File: src/rtl/fifo_pkg.sv
// Shared pointer helpers for the dual-clock FIFO, used by both the write-side and read-side flag blocks.
package fifo_pkg;

  localparam int DEFAULT_PTR_WIDTH = 8;
  localparam int MAX_PTR_BITS      = 32;

  typedef logic [MAX_PTR_BITS-1:0] ptr_word_t;

  // Callers zero-extend into ptr_word_t and cast the result back to their own width.
  // Leading zeros leave both conversions unchanged, so one function serves every pointer width.
  function automatic ptr_word_t bin2gray(input ptr_word_t bin);
    return bin ^ (bin >> 1);
  endfunction

  function automatic ptr_word_t gray2bin(input ptr_word_t gray);
    ptr_word_t bin;
    bin = gray;
    for (int i = MAX_PTR_BITS - 2; i >= 0; i--) begin
      bin[i] = bin[i+1] ^ gray[i];
    end
    return bin;
  endfunction

endpackage

File: src/rtl/ptr_sync.sv
// Multi-bit flop-chain synchronizer for Gray-coded pointers crossing clock domains.
module ptr_sync #(
  parameter int WIDTH  = 4,
  parameter int STAGES = 2
) (
  input  logic             clk,
  input  logic             rst,
  input  logic [WIDTH-1:0] d_i,
  output logic [WIDTH-1:0] q_o
);

  logic [WIDTH-1:0] sync_q [STAGES];

  // NOTE: non-blocking assignments let every stage capture its predecessor's pre-edge value.
  always_ff @(posedge clk or posedge rst) begin
    if (rst) begin
      for (int i = 0; i < STAGES; i++) sync_q[i] <= '0;
    end else begin
      sync_q[0] <= d_i;
      for (int i = 1; i < STAGES; i++) sync_q[i] <= sync_q[i-1];
    end
  end

  assign q_o = sync_q[STAGES-1];

endmodule

File: src/rtl/wr_full.sv
// Write-side pointer and flag controller of the dual-clock FIFO: write pointer, Gray copy,
// synchronized read pointer, full / almost_full / level and sticky overflow.
module wr_full
  import fifo_pkg::*;
#(
  parameter int PTR_WIDTH       = DEFAULT_PTR_WIDTH,
  parameter int ALMOST_FULL_GAP = 3,
  parameter int SYNC_STAGES     = 2
) (
  input  logic                 wr_clk,
  input  logic                 wr_rst,
  input  logic                 wr_en,
  input  logic                 overflow_clr,
  input  logic [PTR_WIDTH:0]   r_ptr_gray,
  output logic [PTR_WIDTH-1:0] wr_addr,
  output logic                 mem_we,
  output logic [PTR_WIDTH:0]   wr_ptr_gray,
  output logic                 full,
  output logic                 almost_full,
  output logic [PTR_WIDTH:0]   wr_level,
  output logic                 overflow
);

  localparam int PW1   = PTR_WIDTH + 1;
  localparam int DEPTH = 2 ** PTR_WIDTH;

  typedef logic [PTR_WIDTH:0] ptr_t;

  localparam ptr_t AF_LEVEL = ptr_t'(DEPTH - ALMOST_FULL_GAP);

  ptr_t wr_ptr_q, wr_ptr_d;
  ptr_t wr_gray_q, wr_gray_d;
  ptr_t r2w_gray, r2w_bin;
  logic overflow_q, overflow_d;

  ptr_sync #(
    .WIDTH  (PW1),
    .STAGES (SYNC_STAGES)
  ) u_r2w_sync (
    .clk (wr_clk),
    .rst (wr_rst),
    .d_i (r_ptr_gray),
    .q_o (r2w_gray)
  );

  assign r2w_bin = ptr_t'(gray2bin(ptr_word_t'(r2w_gray)));

  // Full when the write pointer is exactly one lap ahead: in Gray code that means the top two bits differ.
  assign full        = (wr_gray_q == {~r2w_gray[PTR_WIDTH -: 2], r2w_gray[PTR_WIDTH-2:0]});
  assign wr_level    = wr_ptr_q - r2w_bin;
  assign almost_full = (wr_level >= AF_LEVEL);
  assign mem_we      = wr_en && !full;
  assign wr_addr     = wr_ptr_q[PTR_WIDTH-1:0];
  assign wr_ptr_gray = wr_gray_q;
  assign overflow    = overflow_q;

  // NOTE: every output of this block gets a default first, so no path can infer a latch.
  always_comb begin
    wr_ptr_d   = wr_ptr_q;
    overflow_d = overflow_q;
    if (mem_we) begin
      wr_ptr_d = wr_ptr_q + ptr_t'(1);
    end
    if (wr_en && full) begin
      overflow_d = 1'b1;
    end else if (overflow_clr) begin
      overflow_d = 1'b0;
    end
    wr_gray_d = ptr_t'(bin2gray(ptr_word_t'(wr_ptr_d)));
  end

  always_ff @(posedge wr_clk or posedge wr_rst) begin
    if (wr_rst) begin
      wr_ptr_q   <= '0;
      wr_gray_q  <= '0;
      overflow_q <= 1'b0;
    end else begin
      wr_ptr_q   <= wr_ptr_d;
      wr_gray_q  <= wr_gray_d;
      overflow_q <= overflow_d;
    end
  end

endmodule

File: config.mk
export PLATFORM = sky130hd
export DESIGN_NAME = wr_full
export DESIGN_NICKNAME = d
export VERILOG_FILES = /design/src/rtl/fifo_pkg.sv /design/src/rtl/ptr_sync.sv /design/src/rtl/wr_full.sv
export SDC_FILE = /design/constraint.sdc
export NUM_CORES = 1
export LEC_CHECK = 0
export BUFFER_PORTS_ARGS = -buffer_cell sky130_fd_sc_hd__buf_4
export CAP_MARGIN = 0
export CORE_MARGIN = 1.5
export CORE_UTILIZATION = 29
export DETAILED_ROUTE_END_ITERATION = 7
export GPL_ROUTABILITY_DRIVEN = 0
export PLACE_DENSITY_LB_ADDON = 0.08
export SKIP_CTS_REPAIR_TIMING = 1
export SLEW_MARGIN = 20
export SYNTH_ARGS = -nofsm -noshare
export SYNTH_HDL_FRONTEND = slang
export SYNTH_SLANG_ARGS = --single-unit
File: constraint.sdc
create_clock -name wr_clk -period 3.9 [get_ports wr_clk]
set_clock_uncertainty 0.1 [all_clocks]
set_input_delay 0.39 -clock wr_clk [delete_from_list [all_inputs] [get_ports wr_clk]]
set_output_delay 0.39 -clock wr_clk [all_outputs]
set_load 0.005 [all_outputs]
## After elaboration in Yosys (flattened, before gate mapping)

Index checks and enable logic that the tools add are counted.

- Mux-type cells: 3
- Reductions and logical operators: 4
- Magnitude comparators: 1
- Add/sub/neg operators: 2
- Equal/unequal tests: 1
- Bitwise logic cells: 10

Operator list:

| operator | count |
|---|---|
| $add A9 B1 Y9 const B | 1 |
| $eq A9 B9 Y1 | 1 |
| $ge A9 B8 Y1 const B | 1 |
| $mux W9 | 1 |
| $sub A9 B9 Y9 | 1 |
| $xor A9 B8 Y9 | 1 |
| $xor A1 B1 Y1 | 8 |
| $logic_and A1 B1 Y1 | 2 |
| $mux W1 | 2 |
| $not A2 Y2 | 1 |
| $reduce_bool A2 Y1 | 1 |
| $logic_not A1 Y1 | 1 |

- Logic and storage cells: 26
- Input bits: 13
- Register bits: 37
- Output and inout port bits: 30

## Logic depth before layout (Yosys ltp)

Gate-level depths: netlist of run 1.

- Word-level depth: 10
- Depth in mapped cells: 15
- Gate-level depth less buffers: 14

## Modules after synthesis

A second synthesis of run 1 with hierarchy kept.

- Cell total of the unflattened synthesis: 184
- Area, all modules: 1998.2 um2

Modules (own cells, without submodules):

| module | cells an instance | instances | seq. area each (um2) | area an instance (um2) |
|---|---|---|---|---|
| wr_full | 156 | 1 | 450.4 | 1476.4 |
| ptr_sync | 28 | 1 | 450.4 | 521.8 |

## Worst setup path before layout of run 1

Ideal clock, no wire load.

- Path type: flip-flop to output port
- Start point: reg u_r2w_sync.sync_q, in the netlist u_r2w_sync.q_o[8]
- End point: out almost_full
- Path slack: 0.119 ns
- Arrival time: 3.291 ns
- Path buffers: 1
- Stages on the path, launching flop included: 16
- Data required time: 3.410 ns
- Cell sequence: dfrtp_1 > buf_6 > xnor3_2 > xor2_4 > xor3_2 > xor2_2 > xor2_2 > xnor2_1 > ha_1 > fa_1 > nor2b_1 > o31a_1 > o31a_1 > o21ai_0 > and3_1 > o22ai_1

- Cells in the longest elaborated chain, start to end: 10

Ends and longest elaborated chain:

| what | line | RTL |
|---|---|---|
| start, declared | ptr_sync.sv:12 | `logic [WIDTH-1:0] sync_q [STAGES];` |
| $xor A1 B1 Y1 (8 in a row) | fifo_pkg.sv:19 | `bin[i] = bin[i+1] ^ gray[i];` |
| $sub A9 B9 Y9 * | wr_full.sv:50 | `assign wr_level = wr_ptr_q - r2w_bin;` |
| $ge A9 B8 Y1 * | wr_full.sv:51 | `assign almost_full = (wr_level >= AF_LEVEL);` |
| end, declared | wr_full.sv:19 | `output logic almost_full,` |

Mark *: on every way between the ends. The rest lies on a longest branch, timed or not.

## Final worst setup path of run 1

- Start point: reg u_r2w_sync.sync_q, in the netlist u_r2w_sync.q_o[7]
- End point: out almost_full

- Cells in the longest elaborated chain, start to end: 10

Ends and longest elaborated chain:

| what | line |
|---|---|
| $xor A1 B1 Y1 * | fifo_pkg.sv:19 |
| $xor A1 B1 Y1 (7 in a row) | fifo_pkg.sv:19 |
| $sub A9 B9 Y9 * | wr_full.sv:50 |
| $ge A9 B8 Y1 * | wr_full.sv:51 |

Marks and branches as above.

==> results of run 1 <==
[layout by cell type (no fill, tap or decap), types with 2 or more instances in the layout]
| cell type | synthesis | final |
|---|---|---|
| a21oi_1 | 7 | 6 |
| and3_1 | 3 | 2 |
| buf_4 | 0 | 55 |
| clkbuf_8 | 0 | 6 |
| clkinv_2 | 0 | 2 |
| dfrtp_1 | 36 | 36 |
| ha_1 | 9 | 8 |
| inv_1 | 14 | 14 |
| nand2_1 | 5 | 5 |
| nand3_1 | 2 | 2 |
| nand4_1 | 7 | 7 |
| nor2_1 | 9 | 9 |
| nor2b_1 | 2 | 2 |
| nor3_1 | 3 | 3 |
| o21a_1 | 5 | 5 |
| o21ai_0 | 6 | 4 |
| o22ai_1 | 2 | 2 |
| o31a_1 | 4 | 4 |
| xnor2_1 | 22 | 22 |
| xor2_1 | 9 | 9 |
| xor2_2 | 2 | 2 |
[worst reg2reg max path: cells and delay by family, from the launching register on]
kind / cells / cell delay [ns]
compound gates: 1 / 0.48
xor+xnor: 3 / 0.71
buf+inv: 2 / 0.26
flops: 1 / 0.38
simple gates: 2 / 0.48
[metal layers]
layer	global-route usage	share of wire	wire length (um)	vias up
li1	-	-	-	670
met1	0.159	0.47	1880	653
met2	0.192	0.47	1880	39
met3	0.0268	0.045	182	12
met4	0.0455	0.020	82	0
met5	0	0	0	-
[stage by stage]
| stage | hold WS [ns] | total power [mW] | util | instance area (um^2) | TNS (ns) |
|---|---|---|---|---|---|
| floorplan | 0.231 | 1.12 | - | 1870 | 0 |
| global placement | 0.234 | 1.52 | 0.366 | 2300 | -0.00377 |
| detailed placement | 0.237 | 1.52 | 0.366 | 2300 | -0.164 |
| CTS | 0.0975 | 1.81 | 0.381 | 2390 | -1.16 |
| global route | 0.0848 | 2.01 | 0.393 | 2470 | -1.46 |
| finish | 0.101 | 1.85 | 0.393 | 2470 | -0.631 |
[power by group]
part           internal, mW  switching [mW]
clock network         0.141           0.132
logic                 0.564           0.459
registers             0.454           0.105
[logic make-up after synthesis]
family	after synthesis	share of synthesized area
XOR/XNOR	36	0.204
adder cells (fa/ha/maj)	10	0.0711
buffers and inverters	18	0.0409
flip-flops	36	0.483
multiplexers	1	0.00537
AO/OA/AOI/OAI	29	0.103
AND/OR/NAND/NOR	34	0.0932
[cell usage after synthesis (2+ instances only)]
master     n  area share
xor2_2     2       0.017
nand4_1    7       0.023
ha_1       9       0.060
o21ai_0    6       0.016
inv_1     14       0.028
clkbuf_1   2      0.0040
xnor2_1   22        0.10
nand2_1    5       0.010
nor2_1     9       0.018
o22ai_1    2      0.0067
nand3_1    2      0.0054
nor2b_1    2      0.0067
dfrtp_1   36        0.48
xor2_1     9       0.042
o21a_1     5       0.020
and3_1     3       0.010
a21oi_1    7       0.019
nor3_1     3      0.0080
o31a_1     4       0.019
[registers in the layout, summed over array words and instances, names as in the netlist]
signal / flops
u_r2w_sync.q_o: 9
wr_ptr_q: 8
wr_ptr_gray: 9
u_r2w_sync.sync_q: 9
overflow: 1
[layout make-up]
cell class / count / area, um^2
fill: 626 / 3810
multi-input combinational: 110 / 915
sequential: 36 / 901
timing repair buffer: 55 / 413
tap: 77 / 96.3
clock buffer: 6 / 82.6
inverter: 14 / 52.6
clock inverter: 2 / 10.0
[how the worst max path moves through the flow]
| stage | slack (ns) | cells after the start | to |
|---|---|---|---|
| floorplan | 0.12 | 15 | almost_full |
| finish | -0.29 | 15 | almost_full |
| global route | -0.48 | 15 | almost_full |
| detailed placement | -0.11 | 15 | almost_full |
| CTS | -0.44 | 15 | almost_full |
| global placement | -0.004 | 15 | almost_full |
==> impl_results.md, run 1 <==
* Run status: finished, violations left
* Violated checks: setup timing
* Cell count after synthesis at 164
* Number of placement rows at 29
* Area delta synth->final at 32.4%
* Unique cell type count in the Yosys netlist at 34
* Worst reg2reg path endpoint: wr_ptr_gray[2]
* Classification of the worst setup path: reg2out
* Wire per inst at 13.4 um
* Reg clk slew, reported paths at 0.08 ns
* Number of buffers inserted by port buffering at 42
* Most common flop cell mapped by yosys: dfrtp_1
* RSZ-0062 raised after global routing: true
* Endpoint kind of the worst setup timing path: output port
* Cells on worst reg2reg path at 8
* Aggregate routed wire length at 4030 um
* Worst slack at placement at -0.110 ns
* IO Pins at 43
* H-tree lvl count at 2
* GRT Resource Usage Total at 0.120
* Endpoints failing hold at 0
* Global-route wire length before repair at 6600 um
* Static leakage at 1.12 nW
* Setup slack of the critical path after layout at -0.290 ns
* HPWL after DPL at 3100 um
* Clock sinks at 36
* Clock latency at the later pin of the worst-skew pair at 0.28 ns
* Required time at the endpoint of the critical path at 3.41 ns
* Maximum buffer depth of the clock tree at 2
* Area of the mapped netlist at 1870 um^2
* Hold Crit Class: in2async
* Critical Path Fanout Max at 3
* Synth Warn # at 0
* Count of buffering cells on the critical path with inverters included at 1
* Number of synthesized flops with an enable pin at 0
* Mean instance size in the synthesized netlist at 11.4 um^2
* Slew HR at 0.685
* Post-Synthesis Net Count at 187
* Critical Path Start Type: register
* Remaining global-route overflow at 0
* Effective utilization at floorplan at 0.297
* Worst path top cell family by delay: XOR/XNOR gates
* Placeable Area at 6280 um^2
* Post-route antenna net violation count at 0
* First DRT Iteration DRCs at 35
* Number of nets in the layout at 245
* Number of antenna diodes at 0
* DIE AREA at 6920 um^2
* Period minus WS final at 4.19 ns
* Max-slew violations at 0
* Detailed-routing iteration count for the pre-antenna-repair pass at 4
* Largest incremental delay on the critical path at 0.46 ns
* Per-cell via count in the routed design at 4.58
* Flop2flop setup slack at 1.41 ns
* Total power per unit cell area at 751 nW/um^2
* Non-filler instance count after layout at 300
* Share of layout cells above drive strength 1 at 0.336
* Pin count of the biggest net entering global routing at 37
* Cells along the critical path: xnor3_2 -> xor2_4 -> xor3_2 -> xor2_2 -> xor2_2 -> xnor2_1 -> ha_2 -> fa_2 -> nor2b_1 -> o31a_1 -> o31a_1 -> o21ai_2 -> and3_4 -> o22ai_1 -> buf_4
* Period Utilization, post-route at 1.07
* Fraction of the yosys area taken by sequential cells at 0.483
* Slowest cell on crit path: xnor3_2
* Number of remaining DRC errors at 0
* Antenna violations before repair at 0
* CTS tree: yes
* Die outline width at 83.2 um
* Peak VDD IR at 0.363 mV
* Total vias in the final route at 1,374
* Worst-Margin Slew at 0.473 ns
* Number of max-cap violations at 0
* Die height at 83.2 um
* Critical register-to-register path startpoint: u_r2w_sync.q_o[7]
* Final setup violation count at 4
* Max Clk Rate at 239 MHz
* Cell Count Post-Placement at 285
* Clk root buf: clkbuf_8
* WP data arrival at 3.70 ns
* Flops & latches, synth at 36
* Share of synthesized registers carrying an async set or reset at 1.00
* Critical path launch point: u_r2w_sync.q_o[7]
* Total clock buffers created by CTS at 5
* Vias in the first global route at 1,366
Power figures use the tool's default switching activity.
==> run 2: changes to the inputs <==
==> constraint.sdc (replaced) <==
create_clock -name wr_clk -period 3.9 [get_ports wr_clk]
set_clock_uncertainty 0.1 [all_clocks]
set_input_delay 0.39 -clock wr_clk [delete_from_list [all_inputs] [get_ports wr_clk]]
set_output_delay 0.39 -clock wr_clk [all_outputs]
set_load 0.01 [all_outputs]
==> run 2 against run 1 <==
Final area is essentially flat. Via count is 1.5% lower. Power rose by 5.0%. Largest power group unchanged. Critical path type unchanged. The run still ends with setup timing left. Die area is the same. Global-route usage grew 0.15 points.
==> impl_results.md, run 2 (same netlist as run 1, synthesis figures left out) <==
* Die outline width at 83.2 um
* Clk root buf: clkbuf_8
* Detailed-routing iteration count for the pre-antenna-repair pass at 4
* Peak VDD IR at 0.429 mV
* Max-slew violations at 0
* GRT Resource Usage Total at 0.121
* DIE AREA at 6920 um^2
* H-tree lvl count at 2
* Worst hold margin at 0.109 ns
* Number of remaining DRC errors at 0
* Number of antenna diodes at 0
* Worst path top cell family by delay: XOR/XNOR gates
* Critical path launch point: u_r2w_sync.q_o[7]
* Period Utilization, post-route at 1.09
* Total vias in the final route at 1,353
* Maximum buffer depth of the clock tree at 2
* Number of buffers inserted by port buffering at 42
* Final setup violation count at 5
* Total clock buffers created by CTS at 5
* RSZ-0062 raised after global routing: true
* Cells along the critical path: xnor3_2 -> xor2_4 -> xor3_2 -> xor2_2 -> xor2_2 -> xnor2_1 -> ha_2 -> fa_2 -> nor2b_2 -> o31a_1 -> o31a_1 -> o21ai_2 -> and3_4 -> o22ai_1 -> buf_4
* Count of fill cells added during filler insertion at 643
* Largest incremental delay on the critical path at 0.45 ns
* Wire per inst at 13.8 um
* Aggregate routed wire length at 4120 um
* Global-route wire length before repair at 6590 um
* Share of layout cells above drive strength 1 at 0.339
* Static leakage at 1.11 nW
* Critical register-to-register path startpoint: u_r2w_sync.q_o[7]
* Classification of the worst setup path: reg2out
* Clock latency at the later pin of the worst-skew pair at 0.28 ns
* Reg clk slew, reported paths at 0.07 ns
* Pin count of the biggest net entering global routing at 37
* Critical Path Fanout Max at 3
* Worst-Margin Slew at 0.476 ns
* Number of nets in the layout at 244
* Endpoints failing hold at 0
* Setup slack of the critical path after layout at -0.357 ns
* Required time at the endpoint of the critical path at 3.41 ns
* Post-route antenna net violation count at 0
* Effective utilization at floorplan at 0.297
* Slowest cell on crit path: xnor3_2
* Count of buffering cells on the critical path with inverters included at 1
* First DRT Iteration DRCs at 32
* Slew HR at 0.683
* Total power per unit cell area at 789 nW/um^2
* Per-cell via count in the routed design at 4.54
* Remaining global-route overflow at 0
* WP data arrival at 3.77 ns
* Cells on worst reg2reg path at 8
* Number of placement rows at 29
* Antenna violations before repair at 0
* Period minus WS final at 4.26 ns
* Max Clk Rate at 235 MHz
* IO Pins at 43
* Critical Path Start Type: register
* Leading cell types in the layout, fill and taps excluded: buf_4 (53), dfrtp_1 (36), xnor2_1 (22), inv_1 (14)
* Area delta synth->final at 32.3%
* Hold Crit Class: in2async
* Endpoint kind of the worst setup timing path: output port
* Vias in the first global route at 1,355
* Violated checks: setup timing
* Worst reg2reg path endpoint: wr_ptr_gray[3]
* Total Power at 1.95 mW
* Die height at 83.2 um
* Clock sinks at 36
* Run status: finished, violations left
* Placeable Area at 6280 um^2
* HPWL after DPL at 3180 um
* CTS tree: yes
* Leading cell type in the layout, fill and taps excluded: buf_4
* Critical Path Sink: almost_full
* Number of max-cap violations at 0
* Levels on crit path at 15
* Flop2flop setup slack at 1.39 ns
[run 2: worst min path at each step]
stage | slack, ns | end
after global routing | 0.1 | u_r2w_sync.sync_q[9]
after global placement | 0.23 | u_r2w_sync.q_o[8]
after CTS | 0.10 | u_r2w_sync.sync_q[17]
after floorplan | 0.23 | u_r2w_sync.q_o[0]
after detailed placement | 0.24 | u_r2w_sync.q_o[3]
final | 0.11 | wr_ptr_q[6]
[run 2: through the flow]
| step | std cells | setup slack (ns) | utilization | cell area, um^2 | setup TNS, ns |
|---|---|---|---|---|---|
| after floorplan | 164 | 0.00605 | - | 1870 | 0 |
| after global placement | 287 | -0.0215 | 0.370 | 2320 | -0.0215 |
| after detailed placement | 287 | -0.138 | 0.370 | 2320 | -0.211 |
| after CTS | 294 | -0.457 | 0.382 | 2400 | -1.14 |
| after global routing | 298 | -0.531 | 0.393 | 2470 | -1.83 |
| final | 298 | -0.357 | 0.393 | 2470 | -0.953 |
[run 2: metal layers]
| metal | routed length, um | vias to the layer above | share of wire | global-route usage |
|---|---|---|---|---|
| li1 | - | 664 | - | - |
| met1 | 1890 | 647 | 0.46 | 0.163 |
| met2 | 1960 | 37 | 0.48 | 0.186 |
| met3 | 192 | 5 | 0.047 | 0.0318 |
| met4 | 72 | 0 | 0.017 | 0.0500 |
| met5 | 0 | - | 0 | 0 |
[run 2: where the power goes]
part           internal, mW  total, mW  switching [mW]
Combinational         0.589       1.14           0.556
Clock                 0.121      0.240           0.119
Sequential            0.454      0.563           0.109
Total                  1.16       1.95           0.784
[run 2: worst register-to-register path: stages (launching register included)]
cell	delay (ns)
dfrtp_1	0.39
buf_4	0.13
buf_4	0.13
xor2_1	0.21
nand4_1	0.19
o31a_1	0.48
and4_1	0.29
xnor2_1	0.32
xor2_1	0.20
[run 2: area by class of cell]
| cell class | count | area [um^2] | area share |
|---|---|---|---|
| clock inverters | 1 | 5.00 | 0.00203 |
| flip-flops and latches | 36 | 901 | 0.365 |
| multi-input cells | 110 | 932 | 0.378 |
| well taps | 77 | 96.3 | 0.0390 |
| clock buffers | 6 | 72.6 | 0.0294 |
| inverters | 14 | 52.6 | 0.0213 |
| repair buffers | 54 | 409 | 0.166 |
